[src/rtl/reg_sched_pkg.sv]
// -----------------------------------------------------------------------------
// reg_sched_pkg
// Shared constants and types for the register-file write scheduler.
//   NREQ_DEF/AW_DEF/DW_DEF : default requester count, address and data widths
//   REQ_*                  : requester indices, index 0 is oldest in program order
//   RA_REG / CPU_REG       : fixed destination registers of the E-stage link
//                            and branch-unit PC writers
//   slot_t                 : one holding-slot record
// -----------------------------------------------------------------------------
package reg_sched_pkg;

    localparam int unsigned NREQ_DEF = 4;
    localparam int unsigned AW_DEF   = 5;
    localparam int unsigned DW_DEF   = 32;

    localparam int unsigned REQ_W = 0;
    localparam int unsigned REQ_M = 1;
    localparam int unsigned REQ_E = 2;
    localparam int unsigned REQ_C = 3;

    localparam logic [AW_DEF-1:0] RA_REG  = 5'd31;
    localparam logic [AW_DEF-1:0] CPU_REG = 5'd30;

    typedef struct packed {
        logic              valid;
        logic [AW_DEF-1:0] addr;
        logic [DW_DEF-1:0] data;
    } slot_t;

endpackage

[src/rtl/age_matrix_arbiter.sv]
// -----------------------------------------------------------------------------
// age_matrix_arbiter
// Tracks relative age of NREQ slots in an NREQ x NREQ matrix and grants the
// oldest valid slot. older_q[j][i]=1 means slot j is older than slot i.
// Ports:
//   clk, rst_n : clock, asynchronous active-low reset (clears the matrix)
//   valid_i    : slots currently holding a write
//   load_i     : slots being (re)filled at the coming edge
//   keep_i     : slots that stay valid across the edge without being reloaded
//   grant_o    : one-hot grant to the oldest valid slot (zero if none valid)
// -----------------------------------------------------------------------------
module age_matrix_arbiter
    import reg_sched_pkg::*;
#(
    parameter int unsigned NREQ = NREQ_DEF
) (
    input  logic            clk,
    input  logic            rst_n,
    input  logic [NREQ-1:0] valid_i,
    input  logic [NREQ-1:0] load_i,
    input  logic [NREQ-1:0] keep_i,
    output logic [NREQ-1:0] grant_o
);

    logic [NREQ-1:0] older_q [NREQ];
    logic [NREQ-1:0] older_d [NREQ];
    logic            blocked;

    // A slot wins when no other valid slot is marked older than it. Entries
    // for invalid slots may be stale; they are masked by valid_i here and
    // rewritten whenever that slot loads again.
    always_comb begin
        grant_o = '0;
        blocked = 1'b0;
        for (int unsigned i = 0; i < NREQ; i++) begin
            blocked = 1'b0;
            for (int unsigned j = 0; j < NREQ; j++) begin
                if (j != i && valid_i[j] && older_q[j][i]) begin
                    blocked = 1'b1;
                end
            end
            grant_o[i] = valid_i[i] & ~blocked;
        end
    end

    // Loading column j: every surviving slot becomes older than j, and of the
    // slots loading together the lower index is older. A loaded row is cleared
    // against everything not loading this cycle (it is the youngest).
    always_comb begin
        for (int unsigned i = 0; i < NREQ; i++) begin
            older_d[i] = older_q[i];
        end
        for (int unsigned i = 0; i < NREQ; i++) begin
            for (int unsigned j = 0; j < NREQ; j++) begin
                if (i != j) begin
                    if (load_i[j]) begin
                        older_d[i][j] = keep_i[i] || (load_i[i] && (i < j));
                    end else if (load_i[i]) begin
                        older_d[i][j] = 1'b0;
                    end
                end
            end
        end
    end

    always_ff @(posedge clk or negedge rst_n) begin
        if (!rst_n) begin
            for (int unsigned i = 0; i < NREQ; i++) begin
                older_q[i] <= '0;
            end
        end else begin
            for (int unsigned i = 0; i < NREQ; i++) begin
                older_q[i] <= older_d[i];
            end
        end
    end

endmodule

[src/rtl/reg_write_scheduler.sv]
// -----------------------------------------------------------------------------
// reg_write_scheduler
// Shares the register-file write port between NREQ pipeline writers. Each
// writer owns a one-entry slot; the oldest slot drains onto a registered
// write port, one write per cycle. Superseded writes to the same register are
// dropped and a pending mask marks registers with a write in flight.
// Ports:
//   clk, rst_n   : clock, asynchronous active-low reset
//   req_valid    : per-requester write request
//   req_addr     : packed target registers, requester i at [i*AW +: AW]
//   req_data     : packed write data, requester i at [i*DW +: DW]
//   req_ready    : slot free or draining this cycle
//   wr_en        : registered write strobe
//   wr_addr      : registered write address (holds when idle)
//   wr_data      : registered write data (holds when idle)
//   pending_mask : bit r set while a write to r is queued or on the port
//   idle         : no queued write and no write on the port
// -----------------------------------------------------------------------------
module reg_write_scheduler
    import reg_sched_pkg::*;
#(
    parameter int unsigned NREQ = NREQ_DEF,
    parameter int unsigned AW   = AW_DEF,
    parameter int unsigned DW   = DW_DEF
) (
    input  logic               clk,
    input  logic               rst_n,
    input  logic [NREQ-1:0]    req_valid,
    input  logic [NREQ*AW-1:0] req_addr,
    input  logic [NREQ*DW-1:0] req_data,
    output logic [NREQ-1:0]    req_ready,
    output logic               wr_en,
    output logic [AW-1:0]      wr_addr,
    output logic [DW-1:0]      wr_data,
    output logic [31:0]        pending_mask,
    output logic               idle
);

    logic [NREQ-1:0] slot_valid_q, slot_valid_d;
    logic [AW-1:0]   slot_addr_q [NREQ];
    logic [AW-1:0]   slot_addr_d [NREQ];
    logic [DW-1:0]   slot_data_q [NREQ];
    logic [DW-1:0]   slot_data_d [NREQ];

    logic            wr_en_q, wr_en_d;
    logic [AW-1:0]   wr_addr_q, wr_addr_d;
    logic [DW-1:0]   wr_data_q, wr_data_d;

    logic [AW-1:0]   in_addr [NREQ];
    logic [DW-1:0]   in_data [NREQ];
    logic [NREQ-1:0] grant, acc_nz, load, kill, keep;
    logic [31:0]     pend;

    always_comb begin
        for (int unsigned i = 0; i < NREQ; i++) begin
            in_addr[i] = req_addr[i*AW +: AW];
            in_data[i] = req_data[i*DW +: DW];
        end
    end

    age_matrix_arbiter #(
        .NREQ (NREQ)
    ) u_arb (
        .clk     (clk),
        .rst_n   (rst_n),
        .valid_i (slot_valid_q),
        .load_i  (load),
        .keep_i  (keep),
        .grant_o (grant)
    );

    assign req_ready = ~slot_valid_q | grant;

    // r0 requests are accepted but never fill a slot. Of several requests to
    // the same register accepted together, only the highest index (youngest)
    // loads.
    always_comb begin
        acc_nz = '0;
        load   = '0;
        for (int unsigned i = 0; i < NREQ; i++) begin
            acc_nz[i] = req_valid[i] & req_ready[i] & (in_addr[i] != '0);
        end
        for (int unsigned i = 0; i < NREQ; i++) begin
            load[i] = acc_nz[i];
            for (int unsigned j = i + 1; j < NREQ; j++) begin
                if (acc_nz[j] && in_addr[j] == in_addr[i]) begin
                    load[i] = 1'b0;
                end
            end
        end
    end

    // A newly loaded write kills an older queued write to the same register,
    // unless that one is granted now; it then issues first and the newer
    // value lands afterwards.
    always_comb begin
        kill = '0;
        for (int unsigned k = 0; k < NREQ; k++) begin
            for (int unsigned i = 0; i < NREQ; i++) begin
                if (i != k && load[i] && in_addr[i] == slot_addr_q[k]) begin
                    kill[k] = 1'b1;
                end
            end
            kill[k] = kill[k] & slot_valid_q[k] & ~grant[k];
        end
    end

    always_comb begin
        slot_valid_d = (slot_valid_q & ~grant & ~kill) | load;
        keep         = slot_valid_d & ~load;
        for (int unsigned i = 0; i < NREQ; i++) begin
            slot_addr_d[i] = load[i] ? in_addr[i] : slot_addr_q[i];
            slot_data_d[i] = load[i] ? in_data[i] : slot_data_q[i];
        end
    end

    always_comb begin
        wr_en_d   = |grant;
        wr_addr_d = wr_addr_q;
        wr_data_d = wr_data_q;
        for (int unsigned i = 0; i < NREQ; i++) begin
            if (grant[i]) begin
                wr_addr_d = slot_addr_q[i];
                wr_data_d = slot_data_q[i];
            end
        end
    end

    always_ff @(posedge clk or negedge rst_n) begin
        if (!rst_n) begin
            slot_valid_q <= '0;
            for (int unsigned i = 0; i < NREQ; i++) begin
                slot_addr_q[i] <= '0;
                slot_data_q[i] <= '0;
            end
            wr_en_q   <= 1'b0;
            wr_addr_q <= '0;
            wr_data_q <= '0;
        end else begin
            slot_valid_q <= slot_valid_d;
            for (int unsigned i = 0; i < NREQ; i++) begin
                slot_addr_q[i] <= slot_addr_d[i];
                slot_data_q[i] <= slot_data_d[i];
            end
            wr_en_q   <= wr_en_d;
            wr_addr_q <= wr_addr_d;
            wr_data_q <= wr_data_d;
        end
    end

    always_comb begin
        pend = '0;
        for (int unsigned i = 0; i < NREQ; i++) begin
            if (slot_valid_q[i]) begin
                pend = pend | (32'd1 << slot_addr_q[i]);
            end
        end
        if (wr_en_q) begin
            pend = pend | (32'd1 << wr_addr_q);
        end
        pend[0] = 1'b0;
    end

    assign pending_mask = pend;
    assign idle         = ~|slot_valid_q & ~wr_en_q;
    assign wr_en        = wr_en_q;
    assign wr_addr      = wr_addr_q;
    assign wr_data      = wr_data_q;

endmodule

[config.mk]
export PLATFORM = sky130hd
export DESIGN_NAME = reg_write_scheduler
export DESIGN_NICKNAME = d
export VERILOG_FILES = /design/src/rtl/reg_sched_pkg.sv /design/src/rtl/age_matrix_arbiter.sv /design/src/rtl/reg_write_scheduler.sv
export SDC_FILE = /design/constraint.sdc
export NUM_CORES = 1
export LEC_CHECK = 0
export ABC_AREA = 1
export ABC_CLOCK_PERIOD_IN_PS = 2800
export BUFFER_PORTS_ARGS = -buffer_cell sky130_fd_sc_hd__buf_2
export CAP_MARGIN = 15
export CORE_ASPECT_RATIO = 0.7
export CORE_MARGIN = 4
export CORE_UTILIZATION = 40
export DETAILED_ROUTE_END_ITERATION = 8
export HOLD_SLACK_MARGIN = 0.02
export PLACE_DENSITY_LB_ADDON = 0.15
export SKIP_LAST_GASP = 1
export SYNTH_ARGS = -nofsm -noshare
export SYNTH_HDL_FRONTEND = slang
export SYNTH_HIERARCHICAL = 1
export SYNTH_SLANG_ARGS = --single-unit
[constraint.sdc]
create_clock -name clk -period 2.8 [get_ports clk]
set_input_delay 0.42 -clock clk [delete_from_list [all_inputs] [get_ports clk]]
set_output_delay 0.42 -clock clk [all_outputs]
set_load 0.01 [all_outputs]
Word-level counts from Yosys, hierarchy flattened
Index checks and enable logic that the tools add are counted.
{"block": "word_totals", "regBits": 202, "latch_bits": 0, "mem_bits_rw": 0, "rom_bits": 0, "in_bits": 154, "out_inout_bits": 75, "wordCells": 196, "n_memories": 0}
{"block": "op_classes", "addsub": 0, "n_mul": 0, "n_div": 0, "order_cmp": 0, "eq_ne": 18, "n_shift": 5, "n_mux": 59, "bitwise_logic": 43, "n_reduce_logical": 47}
{"op": "32-bit 2-to-1 mux", "count": 9}
{"op": "1-bit by 5-bit left shift with 32-bit output (first input constant)", "count": 5}
{"op": "32-bit OR", "count": 4}
{"op": "5-bit == test", "count": 18}
{"op": "1-bit 2-to-1 mux", "count": 46}
{"op": "1-bit logical AND", "count": 30}
{"op": "1-bit AND", "count": 21}
{"op": "5-bit 2-to-1 mux", "count": 4}
{"op": "5-bit nonzero test", "count": 4}
{"op": "4-bit inverter", "count": 4}
{"op": "4-bit AND", "count": 3}
{"op": "2-bit nonzero test", "count": 6}
{"op": "1-bit inverter", "count": 9}
{"op": "4-bit OR", "count": 2}
{"op": "4-bit OR reduction", "count": 2}
{"op": "4-bit nonzero test", "count": 1}
{"op": "1-bit logical OR", "count": 3}
{"op": "1-bit zero test", "count": 1}

Depth between registers and ports, before layout
{"block": "depth", "word_depth": 25, "mapped_depth": 16, "depth_no_buf": 15}

Modules after synthesis
Netlist, hierarchy kept.
{"mod": "reg_write_scheduler", "instances": 1, "cells_each": 1490, "area_each_um2": 11029.3, "seq_area_each_um2": 4754.6}
{"mod": "age_matrix_arbiter", "instances": 1, "cells_each": 76, "area_each_um2": 563.0, "seq_area_each_um2": 300.3}

Worst setup path after synthesis
No wires, ideal clock.
{"block": "synth_timing", "path_type": "flip-flop to flip-flop", "start": "register slot_valid_q[1]", "end": "register u_arb/older_q[14] in the netlist's numbering", "setup_time_ns": 0.065, "arrival_time_ns": 1.847, "required_time_ns": 2.735, "path_slack_ns": 0.888, "stages_incl_launch_ff": 17, "path_buffers": 1, "period_less_slack_ns": 1.912, "cell_sequence": "dfrtp_1 -> nand2_1 -> nand2_1 -> nor2_1 -> nor2_1 -> nor2_2 -> nand2_4 -> inv_2 -> nand3_2 -> nand2_2 -> inv_2 -> buf_4 -> nand2_1 -> nand3b_1 -> inv_1 -> o21ai_0 -> nand2_1"}
{"block": "synth_between", "elab_cells_between_ends": 58, "cone_classes": "mux (17); bitwise (27); reduce/logical (14)"}
{"item": "from (decl)", "line_no": "reg_write_scheduler.sv:39", "text": "logic [NREQ-1:0] slot_valid_q, slot_valid_d;"}
{"item": "from (signal assigned)", "line_no": "reg_write_scheduler.sv:140", "text": "slot_valid_q <= slot_valid_d;"}
{"item": "1-bit logical AND *", "line_no": "age_matrix_arbiter.sv:38", "text": "if (j != i && valid_i[j] && older_q[j][i]) begin"}
{"item": "1-bit 2-to-1 mux * (2 in a row)", "line_no": "age_matrix_arbiter.sv:38"}
{"item": "1-bit inverter *", "line_no": "age_matrix_arbiter.sv:42", "text": "grant_o[i] = valid_i[i] & ~blocked;"}
{"item": "1-bit AND *", "line_no": "age_matrix_arbiter.sv:42"}
{"item": "named net grant[3]", "line_no": "reg_write_scheduler.sv:51", "text": "logic [NREQ-1:0] grant, acc_nz, load, kill, keep;"}
{"item": "4-bit OR *", "line_no": "reg_write_scheduler.sv:72", "text": "assign req_ready = ~slot_valid_q | grant;"}
{"item": "1-bit AND * (2 in a row)", "line_no": "reg_write_scheduler.sv:81", "text": "acc_nz[i] = req_valid[i] & req_ready[i] & (in_addr[i] != '0);"}
{"item": "1-bit logical AND", "line_no": "reg_write_scheduler.sv:86", "text": "if (acc_nz[j] && in_addr[j] == in_addr[i]) begin"}
{"item": "[... 5 more ...]"}
{"item": "1-bit AND (2 in a row)", "line_no": "reg_write_scheduler.sv:104", "text": "kill[k] = kill[k] & slot_valid_q[k] & ~grant[k];"}
{"item": "4-bit inverter", "line_no": "reg_write_scheduler.sv:109", "text": "slot_valid_d = (slot_valid_q & ~grant & ~kill) | load;"}
{"item": "4-bit AND", "line_no": "reg_write_scheduler.sv:109"}
{"item": "4-bit OR", "line_no": "reg_write_scheduler.sv:109"}
{"item": "4-bit AND *", "line_no": "reg_write_scheduler.sv:110", "text": "keep = slot_valid_d & ~load;"}
{"item": "named net keep[0]", "line_no": "reg_write_scheduler.sv:51"}
{"item": "1-bit logical OR *", "line_no": "age_matrix_arbiter.sv:57", "text": "older_d[i][j] = keep_i[i] || (load_i[i] && (i < j));"}
{"item": "1-bit 2-to-1 mux *", "line_no": "age_matrix_arbiter.sv:56", "text": "if (load_i[j]) begin"}
{"item": "to (signal, indexed assignment)", "line_no": "age_matrix_arbiter.sv:73", "text": "older_q[i] <= older_d[i];"}
{"item": "to (decl)", "line_no": "age_matrix_arbiter.sv:25", "text": "logic [NREQ-1:0] older_q [NREQ];"}
The timed path passes the listed nets; every way through them passes the cells marked *.
A chain may end at the register's enable or synchronous reset.

Final worst setup path
{"block": "layout_timing", "start": "register wr_addr_q[3] (netlist: wr_addr[3])", "end": "output port pending_mask[14]"}
{"block": "layout_between", "elab_chain_cells": 3}
{"item": "from (decl)", "line_no": "reg_write_scheduler.sv:46", "text": "logic [AW-1:0] wr_addr_q, wr_addr_d;"}
{"item": "from (signal assigned)", "line_no": "reg_write_scheduler.sv:146", "text": "wr_addr_q <= wr_addr_d;"}
{"item": "1-bit by 5-bit left shift with 32-bit output", "line_no": "reg_write_scheduler.sv:159", "text": "pend = pend | (32'd1 << wr_addr_q);"}
{"item": "32-bit OR", "line_no": "reg_write_scheduler.sv:159"}
{"item": "32-bit 2-to-1 mux", "line_no": "reg_write_scheduler.sv:158", "text": "if (wr_en_q) begin"}
{"item": "to (decl)", "line_no": "reg_write_scheduler.sv:35", "text": "output logic [31:0] pending_mask,"}
No other way between the ends.

==> results.json <==
{
  "fin_worst_hold_slack_ns": 0.0873,
  "vias_per_cell": 5.44,
  "nFillCells": 2911,
  "finalNonFillerCells": 2166,
  "synth.largest_area_cell": "sky130_fd_sc_hd__dfrtp_1",
  "critical_path.reg2reg.startpoint": "slot_valid_q[3]",
  "drt-initial-drc-count": 1130,
  "start_util_pct": 41.1,
  "min-delay-path-class": "in2reg",
  "clkTransAtPathRegs_ns": 0.06,
  "clock_latency_ns": 0.53,
  "clock_tree.root_cell": "sky130_fd_sc_hd__clkbuf_16",
  "place_congestion": 0.991,
  "pwr_density_cell_nw_per_um2": 1300,
  "yosys.cell_types.count": 38,
  "post_synth_main_area_contributors": "sky130_fd_sc_hd__dfrtp_1, sky130_fd_sc_hd__nand2_1, sky130_fd_sc_hd__o21ai_0",
  "critical_path.max_fanout": 8,
  "yosys.area.top_type_share_pct": 43.6,
  "grt_start_max_net_pins": 76,
  "final_max_slew_viol_count": 0,
  "globalRouteTotalUtil_pct": 27.3,
  "dr_total_vias": 11800,
  "setup_viol_count_final": 0,
  "worst_setup_path_startpoint": "wr_addr[3]",
  "synth_area_um2": 11600,
  "grt_antenna_before_repair": 2,
  "tritoncts": "yes",
  "slew_headroom_pct": 57.2,
  "clock-sinks": 202,
  "cts-htree-levels": 1,
  "layout-drive-gt1-share_pct": 20.6,
  "synthesis.instances": 1566,
  "placed_cells_incl_taps": 2123,
  "die_height_um": 150,
  "timing.clock.skew_ns": 0.0266,
  "slowest_stage": "sky130_fd_sc_hd__nor4_1",
  "ant_nets": 0,
  "grt_setup_unrepaired": "true",
  "avg_cell_area_syn_um2": 7.40,
  "syn_to_final_growth_pct": 20.6,
  "max_freq_ghz": 0.369,
  "grt_overflow_total": 0,
  "worst-endpoint-arrival_ns": 2.29,
  "portBuffers": 227,
  "min_period_over_period_pct": 96.9,
  "synth-seq-area-share_pct": 43.6,
  "first_pass_grt_wire_length_mm": 67.3,
  "routed_wire_length_per_instance_um": 20.6,
  "finish.net_count": 1935,
  "hold_path.startpoint": "req_data[87]",
  "path_cells": "inv_1, nor4_1, a22oi_1, o2111ai_1, buf_2",
  "timing.critical_path.slowest_cell_delay_ns": 0.51,
  "place_hpwl_mm": 33.1,
  "critPathKind": "reg2out",
  "drc": 0,
  "first_global_vias": 11200,
  "final_common_cell": "sky130_fd_sc_hd__nand2_1",
  "ctsLongestPathBuffers": 3,
  "finalWirelength_mm": 44.7,
  "design.portCount": 229,
  "cts_inserted_buffers": 22,
  "core_um2": 28200,
  "fp.dieArea_um2": 31800,
  "final.min_clock_period_ns": 2.71,
  "layout.cells.most_common_list": "sky130_fd_sc_hd__nand2_1, sky130_fd_sc_hd__buf_2, sky130_fd_sc_hd__dfrtp_1",
  "fin_total_pwr_mw": 18.2,
  "fp-row-count": 51,
  "yosysWarningCount": 6,
  "outcome": "finished, final reports clean",
  "ir_worst_vdd_v": 0.000542,
  "drtPass1Iterations": 6,
  "ys_ff_latch": 202,
  "static-leakage-power_nw": 7.08,
  "worst_setup_path_start_kind": "flip-flop",
  "worst-slew-pin-transition_ns": 0.643,
  "required_ns": 2.38,
  "fin_tns_setup_ns": 0,
  "chipWidth_um": 211,
  "timing.max_cap.violations": 0,
  "endpoint_kind": "output pin",
  "report.final.hold_viol_count": 0,
  "synth.net_count": 1720
}
[state kept, by name, indices dropped and copies added, names as in the netlist]
| signal | cells |
|---|---|
| u_arb/older_q | 12 |
| slot_data_q | 128 |
| wr_data | 32 |
| slot_valid_q | 4 |
| wr_addr | 5 |
| slot_addr_q | 20 |
| wr_en | 1 |
[critical path: cells and delay by family, from the launching register on]
family	cells	cell delay, ns
AND/OR/NAND/NOR	1	0.51
AO/OA/AOI/OAI	2	0.32
flip-flops	1	0.50
buffers and inverters	2	0.45
[area by class of cell]
| cell class | count | area (µm²) | share of cell area (%) |
|---|---|---|---|
| Multi-Input combinational cell | 1135 | 5580 | 39.9 |
| Sequential cell | 202 | 5060 | 36.2 |
| Clock inverter | 6 | 73.8 | 0.528 |
| Antenna cell | 1 | 2.50 | 0.0179 |
| Clock buffer | 31 | 614 | 4.40 |
| Timing Repair Buffer | 295 | 1710 | 12.2 |
| Tap cell | 371 | 464 | 3.32 |
| Inverter | 125 | 475 | 3.40 |
[metal layers]
| layer | vias up | global-route usage, % | routed length (µm) |
|---|---|---|---|
| li1 | 5551 | - | - |
| met1 | 5654 | 42.6 | 21200 |
| met2 | 534 | 38.3 | 18300 |
| met3 | 49 | 6.64 | 4430 |
| met4 | 0 | 5.28 | 761 |
| met5 | - | 0 | 0 |
[logic make-up (layout without fill, tap and decap cells)]
family | count (synthesis) | in the layout | share of synthesized area (%)
buffers and inverters | 229 | 457 | 8.92
AO/OA/AOI/OAI | 305 | 305 | 15.6
XOR/XNOR | 57 | 57 | 4.31
other | 1 | 2 | 0.0323
flip-flops | 202 | 202 | 43.6
AND/OR/NAND/NOR | 772 | 772 | 27.5
[Yosys cell counts]
cell type,n
sky130_fd_sc_hd__xnor2_1,26
sky130_fd_sc_hd__clkbuf_1,32
sky130_fd_sc_hd__nand3b_1,2
sky130_fd_sc_hd__nand2_1,529
sky130_fd_sc_hd__a32oi_1,5
sky130_fd_sc_hd__o21ai_0,130
sky130_fd_sc_hd__inv_2,12
sky130_fd_sc_hd__xor2_1,31
sky130_fd_sc_hd__nor3_1,42
sky130_fd_sc_hd__buf_2,44
sky130_fd_sc_hd__nor2_2,4
sky130_fd_sc_hd__o211ai_1,5
sky130_fd_sc_hd__nand2_2,1
sky130_fd_sc_hd__o21a_1,31
sky130_fd_sc_hd__buf_4,21
sky130_fd_sc_hd__o2111ai_1,17
sky130_fd_sc_hd__dfrtp_1,202
sky130_fd_sc_hd__buf_1,2
sky130_fd_sc_hd__nor2_1,92
sky130_fd_sc_hd__a31oi_1,32
sky130_fd_sc_hd__a211o_1,2
sky130_fd_sc_hd__o21ai_1,4
sky130_fd_sc_hd__a22oi_1,22
sky130_fd_sc_hd__nand3_4,1
sky130_fd_sc_hd__nor4_1,10
sky130_fd_sc_hd__nand2_4,2
sky130_fd_sc_hd__a21oi_1,50
sky130_fd_sc_hd__nand3_2,3
sky130_fd_sc_hd__buf_6,5
sky130_fd_sc_hd__nand3_1,64
sky130_fd_sc_hd__o22ai_1,6
sky130_fd_sc_hd__inv_1,109
sky130_fd_sc_hd__clkinv_1,3
sky130_fd_sc_hd__inv_4,1
sky130_fd_sc_hd__conb_1,1
sky130_fd_sc_hd__nor2_4,2
sky130_fd_sc_hd__a221oi_1,1
sky130_fd_sc_hd__nand4_1,20
[final timing paths]
check / end / slack (ns) / depth (start not counted)
worst max-delay path: pending_mask[14] / 0.09 / 5
worst min-delay path: slot_data_q[55] / 0.09 / 3
worst max register to register: u_arb/older_q[11] / 0.26 / 11
worst min register to register: slot_data_q[122] / 0.47 / 2
max in group asynchronous: slot_addr_q[8] / 1.52 / 3
min in group asynchronous: wr_addr[1] / 0.50 / 2
[through the flow]
stage               area, µm²  util, %  setup slack, ns
detailed placement      13200     46.8            0.211
global placement        13200     46.8            0.313
global route            14000     49.6         -0.00634
finish                  14000     49.6           0.0878
floorplan               11600        -            0.888
CTS                     13900     49.2          0.00626
[timing repair]
action,in CTS,in global routing
hold buffers,1,0
hold endpoints to repair,72,0
resized for setup,0,15
setup buffers,0,4
setup endpoints to repair,0,26
[power by group]
part / total, mW / leakage [nW] / switching, mW / internal [mW]
Clock: 2.84 / 0.338 / 1.21 / 1.63
Combinational: 9.90 / 4.26 / 6.58 / 3.32
Sequential: 5.45 / 2.48 / 1.06 / 4.40
(Power assumes the default switching activity.)
